**src/rtl/clock_rst_seq_pkg.sv**
```systemverilog
// -----------------------------------------------------------------------------
// clock_rst_seq_pkg
// Shared types and helpers for the clock/reset sequencer:
//   ch_state_e  - per-channel sequencing state
//   CNT_W_DEF   - default width of divider / hold / pulse-count fields
//   ch_lsb()    - LSB index of channel k inside a flattened CH*W bus
// -----------------------------------------------------------------------------
package clock_rst_seq_pkg;

    localparam int CNT_W_DEF = 16;

    typedef enum logic [2:0] {
        ST_IDLE = 3'd0,
        ST_WAIT = 3'd1,
        ST_HOLD = 3'd2,
        ST_RUN  = 3'd3,
        ST_DONE = 3'd4
    } ch_state_e;

    function automatic int ch_lsb(input int k, input int w);
        return k * w;
    endfunction

endpackage

```
**src/rtl/clock_rst_seq_ch.sv**
```systemverilog
// -----------------------------------------------------------------------------
// clock_rst_seq_ch
// One sequencer channel: FSM, tick divider, tick counter (shared by the hold
// and pulse-count compares) and, with CLOCK_RST_SEQ_STAGGER_EN defined, a
// start-offset down-counter.
//
// Ports
//   clk_i          system clock, rising edge
//   rst_ni         asynchronous active-low reset
//   start_i        latch config, clear done, (re)start
//   stop_i         return to IDLE (wins over start_i)
//   div_i          tick period in cycles (0 treated as 1)
//   hold_i         reset hold length in ticks
//   pcount_i       total tick limit, 0 = unlimited
//   ch_en_o        one-cycle tick
//   rst_asrt_o     1 while the channel reset is asserted (polarity applied in top)
//   done_o         sticky pulse-count-reached flag
//   busy_o         channel in HOLD or RUN
//
// Macro: CLOCK_RST_SEQ_STAGGER_EN - enables the WAIT state with OFFSET cycles.
//
// state | meaning
// ------+-------------------------------------------------------------
// IDLE  | after reset or stop; no ticks, reset asserted
// WAIT  | counting down the start offset (stagger builds only)
// HOLD  | ticking, reset asserted until hold ticks issued
// RUN   | ticking, reset released (unless DONE reached from HOLD)
// DONE  | pulse count reached; no ticks, reset frozen, done set
// -----------------------------------------------------------------------------
module clock_rst_seq_ch
    import clock_rst_seq_pkg::*;
#(
    parameter int CNT_W  = CNT_W_DEF,
    parameter int OFFSET = 0
) (
    input  logic             clk_i,
    input  logic             rst_ni,
    input  logic             start_i,
    input  logic             stop_i,
    input  logic [CNT_W-1:0] div_i,
    input  logic [CNT_W-1:0] hold_i,
    input  logic [CNT_W-1:0] pcount_i,
    output logic             ch_en_o,
    output logic             rst_asrt_o,
    output logic             done_o,
    output logic             busy_o
);

    localparam logic [CNT_W-1:0] CNT_MAX = {CNT_W{1'b1}};

    ch_state_e        state_q, state_d;
    logic [CNT_W-1:0] div_m1_q, div_m1_d;
    logic [CNT_W-1:0] hold_q, hold_d;
    logic [CNT_W-1:0] pcount_q, pcount_d;
    logic [CNT_W-1:0] div_cnt_q, div_cnt_d;
    logic [CNT_W-1:0] tick_cnt_q, tick_cnt_d;
    logic             ch_en_q, ch_en_d;
    logic             rst_asrt_q, rst_asrt_d;
    logic             done_q, done_d;

`ifdef CLOCK_RST_SEQ_STAGGER_EN
    localparam int OFF_W = (OFFSET > 1) ? $clog2(OFFSET + 1) : 1;
    logic [OFF_W-1:0] off_cnt_q, off_cnt_d;
`endif

    logic [CNT_W-1:0] div_in_m1;
    logic [CNT_W-1:0] tick_nxt;
    logic             go_active;
    logic [CNT_W-1:0] go_hold;
    logic [CNT_W-1:0] go_div_m1;

    // The divider compares against div-1; a zero period behaves as one.
    assign div_in_m1 = (div_i == '0) ? '0 : (div_i - CNT_W'(1));

    // Tick counter saturates so an unlimited run never wraps into the compares.
    assign tick_nxt = (tick_cnt_q == CNT_MAX) ? tick_cnt_q : (tick_cnt_q + CNT_W'(1));

    always_comb begin
        state_d    = state_q;
        div_m1_d   = div_m1_q;
        hold_d     = hold_q;
        pcount_d   = pcount_q;
        div_cnt_d  = div_cnt_q;
        tick_cnt_d = tick_cnt_q;
        ch_en_d    = 1'b0;
        rst_asrt_d = rst_asrt_q;
        done_d     = done_q;
        go_active  = 1'b0;
        go_hold    = hold_q;
        go_div_m1  = div_m1_q;
`ifdef CLOCK_RST_SEQ_STAGGER_EN
        off_cnt_d  = off_cnt_q;
`endif

        if (stop_i) begin
            state_d    = ST_IDLE;
            rst_asrt_d = 1'b1;
        end else if (start_i) begin
            div_m1_d   = div_in_m1;
            hold_d     = hold_i;
            pcount_d   = pcount_i;
            done_d     = 1'b0;
            div_cnt_d  = '0;
            tick_cnt_d = '0;
            rst_asrt_d = 1'b1;
            go_hold    = hold_i;
            go_div_m1  = div_in_m1;
`ifdef CLOCK_RST_SEQ_STAGGER_EN
            if (OFFSET != 0) begin
                state_d   = ST_WAIT;
                off_cnt_d = OFF_W'(OFFSET);
            end else begin
                go_active = 1'b1;
            end
`else
            go_active  = 1'b1;
`endif
        end else begin
            unique case (state_q)
`ifdef CLOCK_RST_SEQ_STAGGER_EN
                ST_WAIT: begin
                    if (off_cnt_q == OFF_W'(1)) begin
                        go_active = 1'b1;
                    end else begin
                        off_cnt_d = off_cnt_q - OFF_W'(1);
                    end
                end
`endif
                ST_HOLD, ST_RUN: begin
                    if (div_cnt_q == div_m1_q) begin
                        div_cnt_d  = '0;
                        tick_cnt_d = tick_nxt;
                        // Pulse limit is checked first so pcount <= hold ends in
                        // DONE with the reset still asserted.
                        if ((pcount_q != '0) && (tick_nxt == pcount_q)) begin
                            state_d = ST_DONE;
                            done_d  = 1'b1;
                        end else if ((state_q == ST_HOLD) && (tick_nxt == hold_q)) begin
                            state_d    = ST_RUN;
                            rst_asrt_d = 1'b0;
                        end
                    end else begin
                        div_cnt_d = div_cnt_q + CNT_W'(1);
                    end
                    // ch_en is registered, so it is derived from the next counter value.
                    ch_en_d = (state_d != ST_DONE) && (div_cnt_d == div_m1_q);
                end
                default: begin
                end
            endcase
        end

        // Entry into the ticking phase; hold = 0 skips straight to RUN.
        if (go_active) begin
            state_d    = (go_hold == '0) ? ST_RUN : ST_HOLD;
            rst_asrt_d = (go_hold != '0);
            div_cnt_d  = '0;
            ch_en_d    = (go_div_m1 == '0);
        end
    end

    always_ff @(posedge clk_i or negedge rst_ni) begin
        if (!rst_ni) begin
            state_q    <= ST_IDLE;
            div_m1_q   <= '0;
            hold_q     <= '0;
            pcount_q   <= '0;
            div_cnt_q  <= '0;
            tick_cnt_q <= '0;
            ch_en_q    <= 1'b0;
            rst_asrt_q <= 1'b1;
            done_q     <= 1'b0;
        end else begin
            state_q    <= state_d;
            div_m1_q   <= div_m1_d;
            hold_q     <= hold_d;
            pcount_q   <= pcount_d;
            div_cnt_q  <= div_cnt_d;
            tick_cnt_q <= tick_cnt_d;
            ch_en_q    <= ch_en_d;
            rst_asrt_q <= rst_asrt_d;
            done_q     <= done_d;
        end
    end

`ifdef CLOCK_RST_SEQ_STAGGER_EN
    always_ff @(posedge clk_i or negedge rst_ni) begin
        if (!rst_ni) begin
            off_cnt_q <= '0;
        end else begin
            off_cnt_q <= off_cnt_d;
        end
    end
`endif

    assign ch_en_o    = ch_en_q;
    assign rst_asrt_o = rst_asrt_q;
    assign done_o     = done_q;
    assign busy_o     = (state_q == ST_HOLD) || (state_q == ST_RUN);

endmodule

```
**src/rtl/clock_rst_seq.sv**
```systemverilog
// -----------------------------------------------------------------------------
// clock_rst_seq
// CH-channel clock-enable / reset sequencer. Each channel produces a divided
// tick, a reset held for a programmable number of ticks, and an optional
// total-tick limit after which it stops and flags done.
//
// Ports
//   clk_i       system clock, rising edge
//   rst_ni      asynchronous active-low reset
//   start_i     one-cycle pulse: latch config, (re)start all channels
//   stop_i      one-cycle pulse: all channels to IDLE (wins over start_i)
//   div_i       CH*CNT_W tick periods, channel k at [k*CNT_W +: CNT_W]
//   hold_i      CH*CNT_W reset hold lengths in ticks
//   pcount_i    CH*CNT_W total tick limits, 0 = unlimited
//   ch_en_o     CH one-cycle ticks
//   ch_rst_o    CH channel resets, level ACTIVE when asserted
//   done_o      CH sticky done flags
//   busy_o      any channel in HOLD or RUN
//
// Macro: CLOCK_RST_SEQ_STAGGER_EN - channel k waits k*STAGGER cycles before
// HOLD; undefined, all channels start together.
// -----------------------------------------------------------------------------
module clock_rst_seq
    import clock_rst_seq_pkg::*;
#(
    parameter int CH      = 4,
    parameter int CNT_W   = CNT_W_DEF,
    parameter bit ACTIVE  = 1'b1,
    parameter int STAGGER = 8
) (
    input  logic                clk_i,
    input  logic                rst_ni,
    input  logic                start_i,
    input  logic                stop_i,
    input  logic [CH*CNT_W-1:0] div_i,
    input  logic [CH*CNT_W-1:0] hold_i,
    input  logic [CH*CNT_W-1:0] pcount_i,
    output logic [CH-1:0]       ch_en_o,
    output logic [CH-1:0]       ch_rst_o,
    output logic [CH-1:0]       done_o,
    output logic                busy_o
);

    logic [CH-1:0] rst_asrt;
    logic [CH-1:0] busy_vec;

    for (genvar k = 0; k < CH; k++) begin : g_ch
        clock_rst_seq_ch #(
            .CNT_W  (CNT_W),
            .OFFSET (k * STAGGER)
        ) u_ch (
            .clk_i      (clk_i),
            .rst_ni     (rst_ni),
            .start_i    (start_i),
            .stop_i     (stop_i),
            .div_i      (div_i[ch_lsb(k, CNT_W) +: CNT_W]),
            .hold_i     (hold_i[ch_lsb(k, CNT_W) +: CNT_W]),
            .pcount_i   (pcount_i[ch_lsb(k, CNT_W) +: CNT_W]),
            .ch_en_o    (ch_en_o[k]),
            .rst_asrt_o (rst_asrt[k]),
            .done_o     (done_o[k]),
            .busy_o     (busy_vec[k])
        );

        // Polarity is a constant select, so the output stays a flop.
        assign ch_rst_o[k] = ACTIVE ? rst_asrt[k] : ~rst_asrt[k];
    end

    assign busy_o = |busy_vec;

endmodule

```
**config.mk**
```make
export PLATFORM = sky130hd
export DESIGN_NAME = clock_rst_seq
export DESIGN_NICKNAME = d
export VERILOG_FILES = /design/src/rtl/clock_rst_seq_pkg.sv /design/src/rtl/clock_rst_seq_ch.sv /design/src/rtl/clock_rst_seq.sv
export SDC_FILE = /design/constraint.sdc
export NUM_CORES = 1
export LEC_CHECK = 0
export CAP_MARGIN = 20
export CORE_ASPECT_RATIO = 1.1
export CORE_MARGIN = 10
export CORE_UTILIZATION = 54
export CTS_BUF_LIST = sky130_fd_sc_hd__clkbuf_4 sky130_fd_sc_hd__clkbuf_8 sky130_fd_sc_hd__clkbuf_16
export CTS_CLUSTER_SIZE = 25
export DETAILED_ROUTE_END_ITERATION = 8
export PLACE_DENSITY = 0.87
export SYNTH_ARGS = -nofsm -noshare
export SYNTH_HDL_FRONTEND = slang
export SYNTH_HIERARCHICAL = 1
export SYNTH_SLANG_ARGS = --single-unit
```
**constraint.sdc**
```tcl
create_clock -name clk_i -period 2.8 [get_ports clk_i]
set_input_delay 0.42 -clock clk_i [delete_from_list [all_inputs] [get_ports clk_i]]
set_output_delay 0.42 -clock clk_i [all_outputs]
set_load 0.005 [all_outputs]
```
==> out/metrics.cfg <==
[setup_path]
crit_fanout = 7
worst-endpoint-required_ns = 3.25
timing.critical_path.from_type = register
critical_path_arrival_ns = 3.24
setup.worst_path.end_class = register
crit_type = reg2reg

[finish]
layout.nets = 3715
antenna_cells = 0
drive_above_1_share_pct = 23.01
most-common-layout-cells = 575 x nand2_1, 505 x buf_4, 326 x dfrtp_1
post-route-cell-area_um2 = 32520
syn_to_final_growth_pct = 35.24
final_common_cell = nand2_1
fin_cells = 4119
fill_cells = 3184

[drt]
drt-pass1-iter-count = 5
drc_errors = 0
routedWlPerCell_um = 20.41
antenna_violating_nets_post_route = 0
first_iter_violations = 2656
num_vias = 25540
final_routed_wirelength_um = 84060
viasPerCell = 6.200

[die]
row_count = 81
die-height_um = 241.3
initial_core_util_pct = 54.29
floorplan.die_area_um2 = 53380
floorplan.core_area_um2 = 44290
design.portCount = 209
die_x_um = 221.2

[power_and_ir_drop]
clkPwrFrac_pct = 41.3
swShare_pct = 28.43
sequential_cell_fraction_of_total_power_pct = 40.6
power_frac_comb_pct = 18.1
p_int_mw = 10.40
power_per_unit_of_standard_cell_area_nw_per_um2 = 446.8
vdd_ir_drop_max_v = 0.0004730
p_sw_mw = 4.131
leakagePower_nw = 14.25

[clock_tree]
clkLatencyLatePin_ns = 0.57
htree_levels = 2
root_driver = clkbuf_16
cts.sink_count = 344
cts_buffers = 41
path_clk_slew_ns = 0.06
tritoncts_clock_tree = done
clock_path_buffers = 3

[logic_synthesis]
postSynthRegisterBits = 344
postSynthAreaPerCell_um2 = 8.226
synth_flop_cell = dfrtp_1
yosysTopAreaCellShare_pct = 35.39
synth_enable_flop_cells = 0
synth.cell_area_um2 = 24040
post_synth_num_cell_types = 99
synth.yosys.warnings = 6
syn_nets = 3131
synth_area_leader_cell = dfrtp_1
synth_sequential_area_ratio_pct = 35.82
syn_inst = 2923
netlist_top_cells_area = dfrtp_1 35%, nand2_1 9.0%, xnor2_1 6.0%
synthArstFlopShare_pct = 100.0

[placement]
gp_congestion = 0.9667
detailed_place_hpwl_um = 63180
dp_slack_ns = -0.4950
io_buffer_count = 208
place_inst = 4001
placement.cell_area_um2 = 29760

[run_status]
run_status = finished clean

[timing]
fin_setup_tns_ns = 0
pins_over_their_slew_limit = 0
finalWorstPathRequiredPeriod_ns = 2.790
final.setup_skew_ns = 0.01844
timing_worst_slew_pin_value_ns = 0.6776
finalSetupViolations = 0
post-route-worst-setup-slack_ns = 0.009718
final_min_period_over_clock_period_pct = 99.65
grt_setup_unrepaired = true
finalHoldViolations = 0
maxSlewHeadroom_pct = 54.48
clock.fmax_mhz = 358.4
final.hold.worst_slack_ns = 0.2023

[run]
maxCapViolCount = 0

[global_routing]
antenna_violations_before_repair = 0
first_pass_grt_wire_length_um = 132500
congestion_overflow_gr = 0
number_of_global_route_vias_before_repair = 25310
track_usage_pct = 29.84
grt_start_max_net_pins = 92

[worst_hold_path]
hold_path_class = in2reg

## layout make-up
cell class	instances	area [um2]	area share, %
Multi-Input combinational cell	2351	15320	47.10
Sequential cell	344	8631	26.54
Timing Repair Buffer	732	6193	19.05
Clock buffer	55	1204	3.701
Tap cell	581	726.9	2.235
Clock inverter	19	307.8	0.9465
Inverter	37	140.1	0.4309
## final timing paths
check | startpoint | end | slack [ns] | cells past startpoint
min in group asynchronous | rst_ni | g_ch[0].u_ch/tick_cnt_q[12]$_DFFE_PN0P_ | 0.43 | 2
hold / removal | stop_i | g_ch[1].u_ch/state_q[2]$_DFFE_PN0P_ | 0.20 | 2
hold reg to reg | g_ch[1].u_ch/rst_asrt_o$_DFFE_PN1P_ | g_ch[1].u_ch/rst_asrt_o$_DFFE_PN1P_ | 0.51 | 2
setup / recovery | g_ch[2].u_ch/tick_cnt_q[5]$_DFFE_PN0P_ | g_ch[2].u_ch/ch_en_o$_DFF_PN0_ | 0.01 | 10
setup reg to reg | g_ch[2].u_ch/tick_cnt_q[5]$_DFFE_PN0P_ | g_ch[2].u_ch/ch_en_o$_DFF_PN0_ | 0.01 | 10
max in group asynchronous | rst_ni | g_ch[2].u_ch/div_m1_q[2]$_DFF_PN0_ | 1.37 | 3
## layer usage
layer | GRT usage, % | routed length [um] | up-vias
met5 | 0 | 0 | -
met4 | 12.08 | 3382 | 0
met3 | 4.078 | 5558 | 271
met2 | 52.48 | 41990 | 1173
met1 | 36.38 | 33120 | 12410
li1 | - | - | 11680
## flip-flops by register name (all words and copies together), names as in the netlist
register	flops
g_ch.u_ch/rst_asrt_o	4
g_ch.u_ch/div_cnt_q	64
g_ch.u_ch/hold_q	64
g_ch.u_ch/pcount_q	64
g_ch.u_ch/ch_en_o	4
g_ch.u_ch/done_o	4
g_ch.u_ch/div_m1_q	64
g_ch.u_ch/tick_cnt_q	64
g_ch.u_ch/state_q	12
## cell usage after synthesis (all sizes together), types with 21 or more instances
cell    number
nand4       94
clkbuf     112
dfrtp      340
a21oi      103
o21ai      226
o31ai       28
xor2       142
xnor2      164
or3         21
nor3        38
nand2      575
nand2b      34
and3        38
nor2       200
mux2i       29
and2        23
or4         21
inv         36
a31oi       27
buf         79
nor2b       25
nand3       94
and4        45
nor4       105
## logic make-up (layout without fill, tap and decap cells)
family                   after synthesis  count (layout)  synth area share (%)
buffers and inverters                228             843                 4.184
XOR/XNOR                             310             310                 11.52
AO/OA/AOI/OAI                        599             599                 16.60
multiplexers                          48              48                 2.097
adder cells (fa/ha/maj)               12              12                0.6244
AND/OR/NAND/NOR                     1382            1382                 29.15
flip-flops                           344             344                 35.82
## worst max-delay path: stages (launching register included)
cell,delay (ns)
dfrtp_2,0.42
nand3_2,0.16
buf_4,0.21
nor3_4,0.22
mux2i_2,0.29
buf_4,0.15
xor2_1,0.15
nand3_1,0.15
nor4_4,0.44
nand4_1,0.24
a41o_1,0.24
## through the flow
| step | utilization, % | total power, mW |
|---|---|---|
| 3_3_place_gp | 67.20 | 8.320 |
| 2_1_floorplan | - | 7.146 |
| 3_5_place_dp | 67.20 | 8.430 |
| 4_1_cts | 71.11 | 14.47 |
| 6_report | 73.42 | 14.53 |
| 5_1_grt | 73.42 | 15.10 |
## power groups by stage
stage / registers (mW) / clock network [mW] / logic, mW
detailed placement: 5.96 / 0 / 2.47
CTS: 5.87 / 6.08 / 2.51
floorplan: 5.77 / 0 / 1.38
global route: 5.94 / 6.31 / 2.86
finish: 5.90 / 6.00 / 2.62
global placement: 5.94 / 0 / 2.38
## repair_timing
item / 4_1_cts / 5_1_grt
endpoints found under the setup margin: 13 / 28
resized for setup: 35 / 147
hold buffers: 1 / 0
endpoints found under the hold margin: 54 / 0
buffers inserted: 6 / 37
pin swaps: 11 / 64
(Power assumes the default switching activity.)
